===== config.mk =====
export PLATFORM = sky130hd
export DESIGN_NAME = mult_fp_iter
export DESIGN_NICKNAME = d
export VERILOG_FILES = /design/src/rtl/fp_mult_pkg.sv /design/src/rtl/fp_classify.sv /design/src/rtl/mult_fp_iter.sv
export SDC_FILE = /design/constraint.sdc
export NUM_CORES = 1
export LEC_CHECK = 0
export BUFFER_PORTS_ARGS = -buffer_cell sky130_fd_sc_hd__buf_2
export CAP_MARGIN = 10
export CORE_AREA = 5 5 271 273
export CTS_CLUSTER_SIZE = 12
export DETAILED_ROUTE_END_ITERATION = 10
export DIE_AREA = 0 0 276 278
export PLACE_DENSITY_LB_ADDON = 0.12
export SETUP_SLACK_MARGIN = 0.3
export SYNTH_ARGS = -nofsm -noshare
export SYNTH_HDL_FRONTEND = slang
export SYNTH_SLANG_ARGS = --single-unit

===== constraint.sdc =====
create_clock -name I_clk -period 14.5 [get_ports I_clk]
set_clock_uncertainty 0.05 [all_clocks]
set_input_delay 2.9 -clock I_clk [delete_from_list [all_inputs] [get_ports I_clk]]
set_output_delay 2.9 -clock I_clk [all_outputs]
set_load 0.005 [all_outputs]

===== src/rtl/fp_mult_pkg.sv =====
// Shared types and parameter-derived constants for the iterative floating-point multiplier.
package fp_mult_pkg;

  typedef enum logic [2:0] {IDLE, MUL, NORM, RND, DONE} state_t;

  typedef enum logic [2:0] {ZERO, NORMAL, INF, QNAN, SNAN} fp_class_t;

  // Wide enough for any format instance; callers slice down to their own width.
  localparam int MAX_W = 128;

  function automatic int bias_of(input int exp_w);
    return (1 << (exp_w - 1)) - 1;
  endfunction

  function automatic int iter_count(input int man_w, input int radix_bits);
    return (man_w + radix_bits) / radix_bits;
  endfunction

  function automatic logic [MAX_W-1:0] qnan_bits(input int exp_w, input int man_w);
    logic [MAX_W-1:0] v;
    v = '0;
    for (int i = 0; i < exp_w; i++) v[man_w+i] = 1'b1;
    v[man_w-1] = 1'b1;
    return v;
  endfunction

  // Unsigned infinity magnitude; the sign bit is attached by the user.
  function automatic logic [MAX_W-1:0] inf_bits(input int exp_w, input int man_w);
    logic [MAX_W-1:0] v;
    v = '0;
    for (int i = 0; i < exp_w; i++) v[man_w+i] = 1'b1;
    return v;
  endfunction

endpackage


===== src/rtl/fp_classify.sv =====
// Splits an IEEE-754 operand into sign, exponent, mantissa with hidden bit and its class.
module fp_classify
  import fp_mult_pkg::*;
#(
  parameter int EXP_W = 11,
  parameter int MAN_W = 52
) (
  input  logic [EXP_W+MAN_W:0] op,
  output logic                 sign,
  output logic [EXP_W-1:0]     expo,
  output logic [MAN_W:0]       mant,
  output logic [2:0]           cls
);

  logic [MAN_W-1:0] frac;

  always_comb begin
    sign = op[EXP_W+MAN_W];
    expo = op[EXP_W+MAN_W-1:MAN_W];
    frac = op[MAN_W-1:0];
    mant = {1'b1, frac};
    cls  = NORMAL;
    // Subnormals collapse into ZERO: they are flushed without a flag.
    if (expo == '0) begin
      cls  = ZERO;
      mant = '0;
    end else if (&expo) begin
      if (frac == '0)          cls = INF;
      else if (frac[MAN_W-1])  cls = QNAN;
      else                     cls = SNAN;
    end
  end

endmodule


===== src/rtl/mult_fp_iter.sv =====
// Iterative IEEE-754 multiplier: radix-2^RADIX_BITS shift-add mantissa product,
// round-to-nearest-even, special-case bypass and valid/ready on both sides.
module mult_fp_iter
  import fp_mult_pkg::*;
#(
  parameter int EXP_W      = 11,
  parameter int MAN_W      = 52,
  parameter int RADIX_BITS = 2
) (
  input  logic                 I_clk,
  input  logic                 I_rst,
  input  logic                 I_valid,
  output logic                 O_ready,
  input  logic [EXP_W+MAN_W:0] I_a,
  input  logic [EXP_W+MAN_W:0] I_b,
  output logic                 O_valid,
  input  logic                 I_ready,
  output logic [EXP_W+MAN_W:0] O_result,
  output logic                 O_over_flow,
  output logic                 O_under_flow,
  output logic                 O_invalid
);

  localparam int W     = EXP_W + MAN_W + 1;
  localparam int MW    = MAN_W + 1;
  localparam int PW    = 2 * MW;
  localparam int N     = iter_count(MAN_W, RADIX_BITS);
  localparam int MPW   = N * RADIX_BITS;
  localparam int CNT_W = $clog2(N + 1);
  localparam int EW    = EXP_W + 2;
  localparam int BIAS  = bias_of(EXP_W);

  localparam logic [MAX_W-1:0]     QNAN_FULL = qnan_bits(EXP_W, MAN_W);
  localparam logic [MAX_W-1:0]     INF_FULL  = inf_bits(EXP_W, MAN_W);
  localparam logic [W-1:0]         QNAN_RES  = QNAN_FULL[W-1:0];
  localparam logic [W-2:0]         INF_MAG   = INF_FULL[W-2:0];
  localparam logic signed [EW-1:0] BIAS_S    = EW'(BIAS);
  localparam logic signed [EW-1:0] EXP_MAX   = EW'((1 << EXP_W) - 1);
  localparam logic signed [EW-1:0] ONE       = EW'(1);

  function automatic logic [MW:0] round_rne(input logic [MW-1:0] m, input logic g,
                                            input logic r, input logic s);
    return {1'b0, m} + (MW+1)'(g & (r | s | m[0]));
  endfunction

  // Returns {overflow, underflow, packed result}.
  function automatic logic [W+1:0] saturate(input logic s, input logic signed [EW-1:0] e,
                                            input logic [MAN_W-1:0] m);
    if (e >= EXP_MAX) return {2'b10, s, INF_MAG};
    if (e <= 0)       return {2'b01, s, {(W-1){1'b0}}};
    return {2'b00, s, e[EXP_W-1:0], m};
  endfunction

  state_t state;
  logic [CNT_W-1:0] cnt;

  logic             sa, sb;
  logic [EXP_W-1:0] ea, eb;
  logic [MAN_W:0]   ma, mb;
  logic [2:0]       ca, cb;

  fp_classify #(.EXP_W(EXP_W), .MAN_W(MAN_W)) u_cls_a (
    .op(I_a), .sign(sa), .expo(ea), .mant(ma), .cls(ca)
  );
  fp_classify #(.EXP_W(EXP_W), .MAN_W(MAN_W)) u_cls_b (
    .op(I_b), .sign(sb), .expo(eb), .mant(mb), .cls(cb)
  );

  logic                 special, spec_inv;
  logic [W-1:0]         spec_res;
  logic signed [EW-1:0] exp_sum;
  logic                 sgn, a_nan, b_nan;

  assign sgn     = sa ^ sb;
  assign exp_sum = $signed({2'b00, ea}) + $signed({2'b00, eb}) - BIAS_S;

  always_comb begin
    a_nan    = (ca == QNAN) || (ca == SNAN);
    b_nan    = (cb == QNAN) || (cb == SNAN);
    special  = 1'b1;
    spec_inv = 1'b0;
    spec_res = '0;
    if (a_nan || b_nan) begin
      spec_res = QNAN_RES;
      spec_inv = (ca == SNAN) || (cb == SNAN);
    end else if ((ca == INF && cb == ZERO) || (ca == ZERO && cb == INF)) begin
      spec_res = QNAN_RES;
      spec_inv = 1'b1;
    end else if (ca == INF || cb == INF) begin
      spec_res = {sgn, INF_MAG};
    end else if (ca == ZERO || cb == ZERO) begin
      spec_res = {sgn, {(W-1){1'b0}}};
    end else begin
      special = 1'b0;
    end
  end

  logic                 prod_sign;
  logic signed [EW-1:0] prod_exp;
  logic [PW-1:0]        ma_sh, acc, partial, norm;
  logic [MPW-1:0]       mplier;
  logic [MW-1:0]        mant;
  logic                 guard, rnd, sticky;
  logic [MW:0]          rounded;
  logic signed [EW-1:0] exp_r;
  logic [MAN_W-1:0]     man_r;
  logic [W+1:0]         packed_res;

  // Multiplicand slides left while multiplier digits are retired from its LSB end.
  assign partial = ma_sh * PW'(mplier[RADIX_BITS-1:0]);
  assign norm    = acc[PW-1] ? acc : {acc[PW-2:0], 1'b0};

  always_comb begin
    rounded    = round_rne(mant, guard, rnd, sticky);
    exp_r      = rounded[MW] ? prod_exp + ONE : prod_exp;
    man_r      = rounded[MW] ? rounded[MW-1:1] : rounded[MAN_W-1:0];
    packed_res = saturate(prod_sign, exp_r, man_r);
  end

  always_ff @(posedge I_clk) begin
    case (state)
      IDLE: if (I_valid) begin
        prod_sign <= sgn;
        prod_exp  <= exp_sum;
        ma_sh     <= PW'(ma);
        mplier    <= MPW'(mb);
        acc       <= '0;
      end
      MUL: begin
        acc    <= acc + partial;
        ma_sh  <= ma_sh << RADIX_BITS;
        mplier <= mplier >> RADIX_BITS;
      end
      NORM: begin
        mant   <= norm[PW-1:MW];
        guard  <= norm[MW-1];
        rnd    <= norm[MW-2];
        sticky <= |norm[MW-3:0];
        if (acc[PW-1]) prod_exp <= prod_exp + ONE;
      end
      default: ;
    endcase
  end

  always_ff @(posedge I_clk or posedge I_rst) begin
    if (I_rst) begin
      state        <= IDLE;
      cnt          <= '0;
      O_valid      <= 1'b0;
      O_result     <= '0;
      O_over_flow  <= 1'b0;
      O_under_flow <= 1'b0;
      O_invalid    <= 1'b0;
    end else begin
      case (state)
        IDLE: if (I_valid) begin
          O_over_flow  <= 1'b0;
          O_under_flow <= 1'b0;
          O_invalid    <= 1'b0;
          cnt          <= '0;
          if (special) begin
            O_result  <= spec_res;
            O_invalid <= spec_inv;
            O_valid   <= 1'b1;
            state     <= DONE;
          end else begin
            state <= MUL;
          end
        end
        MUL: begin
          cnt <= cnt + 1'b1;
          if (cnt == CNT_W'(N - 1)) state <= NORM;
        end
        NORM: state <= RND;
        RND: begin
          O_over_flow  <= packed_res[W+1];
          O_under_flow <= packed_res[W];
          O_result     <= packed_res[W-1:0];
          O_valid      <= 1'b1;
          state        <= DONE;
        end
        DONE: if (I_ready) begin
          O_valid <= 1'b0;
          state   <= IDLE;
        end
        default: state <= IDLE;
      endcase
    end
  end

  assign O_ready = (state == IDLE);

endmodule

[After elaboration in Yosys (flattened, before gate mapping)]
Index checks and enable logic that the tools add are counted.
Word-level totals
  register bits: 412
  input port bits: 132
  output and inout port bits: 69
  word-level logic and storage cells: 133
Cells by class
  add/subtract/negate cells: 6
  multipliers: 1
  magnitude comparators: 2
  equality and inequality tests: 16
  multiplexer cells: 57
  bitwise logic cells: 4
  reductions and logical operators: 30
Operators with widths (count)
  $pmux 106 s2: 2
  $mux 64: 6
  $mux 66: 4
  $mux 106: 2
  $pmux 64 s2: 1
  $pmux 54 s2: 1
  $add 106x106->106: 1
  $mul 106x2->106: 1
  $mux 53: 2
  $mux 105: 1
  $logic_not 52->1: 2
  $add 53x1->54: 1
  $mux 54: 1
  $mux 52: 1
  $reduce_or 51->1: 1
  $mux 13: 3
  $mux 3: 12
  $pmux 13 s2: 1
  $logic_not 11->1: 2
  $reduce_and 11->1: 2
  $eq 3x2->1 const B: 6
  $pmux 3 s5: 1
  $mux 1: 14
  $add 13x2->13 const B: 1
  25 further kinds: 47

[Depth between registers and ports, before layout]
  depth in word-level cells: 13
  mapped depth: 19
  depth with buffers taken out: 16

[Cells and area by module]
Synthesis repeated with hierarchy kept, for this count alone.
Second synthesis, totals
  cells, all modules: 3579
  area total of the unflattened synthesis: 31184.9 um^2
Modules (own cells, without submodules)
  mult_fp_iter: instances 1, cells each 3377, area an instance 29573.4 um^2, sequential area each 11961.5 um^2
  fp_classify: instances 2, cells each 101, area an instance 805.8 um^2, sequential area each 0.0 um^2

[Worst setup path before layout]
OpenSTA, ideal clock, no wires.
  path type: input to register
  start: in I_valid
  end: reg cnt[2]
  library setup time: 0.132 ns
  data arrival time: 9.504 ns
  data required time: 14.318 ns
  path slack: 4.814 ns
  stages: 5
  buffers on the path: 0
  cells stage by stage: nand2_1 > nand2_1 > o21ai_0 > nand2_1 > o21ai_0
On the way
  longest elaborated chain between the ends: 2
RTL lines
  start: declaration: line mult_fp_iter.sv:12  | input logic I_valid,
  $ne 2x2->1 (no source line)
  $reduce_and 2->1 (no source line)
  end signal: assignment: line mult_fp_iter.sv:171  | cnt <= cnt + 1'b1;
  end: declaration: line mult_fp_iter.sv:55  | logic [CNT_W-1:0] cnt;
Every way passes these cells.
A chain may end at the register's enable or synchronous reset.

[Worst setup path after layout]
  start: reg mplier[1]
  end: reg acc[81] (data pin)
On the way
  longest elaborated chain between the ends: 3
RTL lines
  start: declaration: line mult_fp_iter.sv:101  | logic [MPW-1:0] mplier;
  start signal: assignment: line mult_fp_iter.sv:126  | mplier <= MPW'(mb);
  start signal: assignment: line mult_fp_iter.sv:132  | mplier <= mplier >> RADIX_BITS;
  $mul 106x2->106: line mult_fp_iter.sv:110  | assign partial = ma_sh * PW'(mplier[RADIX_BITS-1:0]);
  $add 106x106->106: line mult_fp_iter.sv:130  | acc <= acc + partial;
  $pmux 106 s2: line mult_fp_iter.sv:121  | case (state)
  end signal: assignment: line mult_fp_iter.sv:130
  end: declaration: line mult_fp_iter.sv:100  | logic [PW-1:0] ma_sh, acc, partial, norm;
Every way passes these cells.

==> run_results.csv <==
group,metric,value,unit
detailed_routing,vias,23500,
global_route,met2_usage,33.4,%
detailed_routing,wirelength,81100,um
yosys,yosys_register_bits,411,
clock_tree,cts_buffers,51,
timing,maxClockFrequency,0.162,GHz
yosys,post-synth-top-area-fraction,34.2,%
detailed_routing,wl_per_cell,18.4,um
yosys,syn_area,29400,um^2
timing,rsz0062_at_grt,"no",
yosys,synth_compound_area_share,14.3,%
timing,final.setup.tns,0,ns
detailed_routing,drt_iter0_markers,1505,
floorplan,die_area,76700,um^2
critical_path,cp-end-kind,"register",
yosys,yosys_warnings,0,
place,place_congestion,0.925,
floorplan,core,70900,um^2
clock_tree,cts-root-buf,"clkbuf_16",
yosys,synth.distinct_cells,88,
floorplan,initial_core_util,41.5,%
status,status,"completed",
flow_run,cap_violations,0,
detailed_routing,viasPerCell,5.33,
clock_tree,cts_tree,"yes",
global_route,antenna_found_initial,2,
critical_path,required,14.77,ns
clock_tree,post_cts_resized,0,
clock_tree,ctsHtreeMaxLevel,2,
clock_tree,clkTransAtPathRegs,0.06,ns
place,dpl.hpwl,61400,um
yosys,synthXorXnorAreaFrac,5.10,%
yosys,syn_inst,3319,
floorplan,rows,98,
global_route,top_usage_layer,"met2",
global_route,met3_usage,2.99,%
timing,finalSetupViolCount,0,
critical_path,startpoint_type,"register",
detailed_routing,drtAntennaViolNets,0,
timing,slew_headroom,17.9,%
final_layout,final_nets,3785,
place,portBuffers,200,
yosys,synthMuxAreaShare,0.379,%
min_path,hp-class,"reg2reg",
timing,timing_hold_violations_final,0,
floorplan,die_w,276,um
global_route,grt_pass1_vias,23600,
yosys,syn_avg_cell_area,8.86,um^2
clock_tree,clk_latency,0.61,ns
global_route,grt_start_max_net_pins,179,
yosys,synth_adder_area_share,12.8,%
critical_path,cp_max_fo,61,
timing,post-route-period-util,42.7,%
global_route,globalRouteOverflowTotal,0,
clock_tree,cts_hold_buf,0,
critical_path,worstSetupPathType,"reg2reg",
global_route,track_usage,20.7,%
yosys,yosys-top-cells-area,"edfxtp_1 (34%), nand2_1 (8.4%), fa_1 (7.2%), dfrtp_1 (6.5%), ha_1 (5.5%)",
timing,finalMaxSlewViolations,0,
yosys,synth_nets,3687,
yosys,synth-seq-area-share,40.7,%
floorplan,die_h,278,um
final_layout,area_delta_synth_final,12.0,%
clock_tree,clk_path_buf_depth,3,
critical_path,worstPathArrival,6.46,ns
min_path,holdPathStages,2,
global_route,grt_pass1_wl,130000,um
timing,tightestPinTransition,1.22,ns
yosys,ys_async_sr_fraction,18.5,%
detailed_routing,drc,0,
yosys,yosysTopAreaCell,"edfxtp_1",
clock_tree,cts_setup_buffers,0,
floorplan,ios,201,
detailed_routing,firstDrtPassIters,6,
yosys,synthFlopType,"edfxtp_1",
final_layout,drive_gt1_share,10.4,%
critical_path,r2r_cells,17,
yosys,synth_top_family_by_area,"simple AND/OR/NAND/NOR gates",
final_layout,final_area,32900,um^2
place,dpl_cell_area,31100,um^2
timing,timing.final.crit_period,6.19,ns
global_route,grt_use_met1,29.7,%
yosys,synth_simple_gate_area_share,20.1,%
clock_tree,clock_sinks,411,
yosys,synth-edff-count,335,
-- state kept, by name, indices dropped and copies added, names as in the netlist, 3 cells and up --
register,cells
acc,106
O_result,64
mant,53
state,3
ma_sh,106
prod_exp,13
cnt,5
mplier,53
-- metal layers --
metal	vias to the layer above	share of wire (%)
met4	0	2.3
met1	11200	47
met3	117	5.2
li1	11500	-
met5	-	0
met2	642	46
-- stage by stage --
| step | hold WS (ns) | instances | utilization (%) | setup slack, ns |
|---|---|---|---|---|
| floorplan | 0.399 | 3319 | - | 4.81 |
| global placement | 0.411 | 4313 | 43.8 | 8.39 |
| detailed placement | 0.420 | 4313 | 43.8 | 8.30 |
| CTS | 0.433 | 4409 | 46.4 | 8.32 |
| global route | 0.445 | 4411 | 46.4 | 7.96 |
| finish | 0.423 | 4411 | 46.4 | 8.31 |
-- final cells by class --
type / count / area (um^2)
repair buffers: 221 / 1180
diodes: 1 / 2.50
inverters: 325 / 1220
fillers: 7036 / 38000
flip-flops and latches: 411 / 12000
clock inverters: 35 / 475
clock buffers: 61 / 1360
well taps: 950 / 1190
multi-input cells: 2407 / 15500
-- worst paths after layout --
check / from / to / slack (ns)
worst min register to register: O_result[6]$_DFFE_PP0P_ / O_result[6]$_DFFE_PP0P_ / 0.42
max in group asynchronous: I_rst / O_result[46]$_DFFE_PP0P_ / 11.22
min in group asynchronous: I_rst / O_result[1]$_DFFE_PP0P_ / 2.55
worst min-delay path: O_result[6]$_DFFE_PP0P_ / O_result[6]$_DFFE_PP0P_ / 0.42
worst max-delay path: mplier[1]$_DFFE_PP_ / acc[81]$_SDFFCE_PN0P_ / 8.31
worst max register to register: mplier[1]$_DFFE_PP_ / acc[81]$_SDFFCE_PN0P_ / 8.31
-- cell usage after synthesis (all sizes together) (3+ instances only) --
cell type  count
mux2i         10
nor3b          4
a221o          3
a22o          11
o32ai          3
or3           11
nand4b         3
o21bai        31
a21o          51
or2            8
nor4          59
o21a          22
xor2          74
xnor2         97
o21ba          3
a21oi        171
a31oi         10
nor2         235
nand3         51
a211o          3
o41ai          3
a211oi        11
clkbuf       161
ha           130
dfrtp         76
edfxtp       335
and2          86
o22a          11
buf           15
o2111ai        3
and3          13
a21boi        12
o21ai        291
nor2b          5
nand4         81
fa           106
nand2b        19
and4           5
nand2        660
inv          324
o31ai         13
o211ai        10
nor3          48
or4            4
-- logic make-up (layout without fill, tap and decap cells) --
kind of cell | count (synthesis) | after routing
and+or+nand+nor | 1300 | 1300
AOI/OAI and AO/OA | 689 | 689
buffers and inverters | 501 | 642
DFF | 411 | 411
adders and majority gates | 236 | 236
xor gates and xnor gates | 171 | 171
muxes | 11 | 11
other | 0 | 1
-- placed cells by master (no fill, tap or decap), types with 74 or more instances in the layout --
cell | synthesis | routed
buf_2 | 2 | 200
nand4_1 | 78 | 78
o21ai_0 | 256 | 254
and2_1 | 86 | 86
edfxtp_1 | 335 | 335
inv_1 | 324 | 323
xnor2_1 | 97 | 97
dfrtp_1 | 76 | 76
fa_1 | 106 | 106
a21oi_1 | 171 | 171
xor2_1 | 74 | 74
nor2_1 | 232 | 232
ha_1 | 130 | 130
nand2_1 | 658 | 657
-- critical path, cell delays in order (launching register included) --
cell and delay (ns):
edfxtp_1 0.31, buf_4 0.44, buf_4 0.60, and2_1 0.25, fa_1 0.43, ha_1 0.26
fa_1 0.43, a211o_1 0.30, a211oi_1 0.53, o31ai_1 0.24, a21oi_1 0.48, a21oi_1 0.21
a21oi_1 0.42, o21ba_2 0.26, o21ai_1 0.13, a31oi_1 0.29, a21o_1 0.15, a21oi_1 0.05
Power is not shown: default switching activity piles up to over one toggle a cycle in this logic, so the estimate is an artifact.
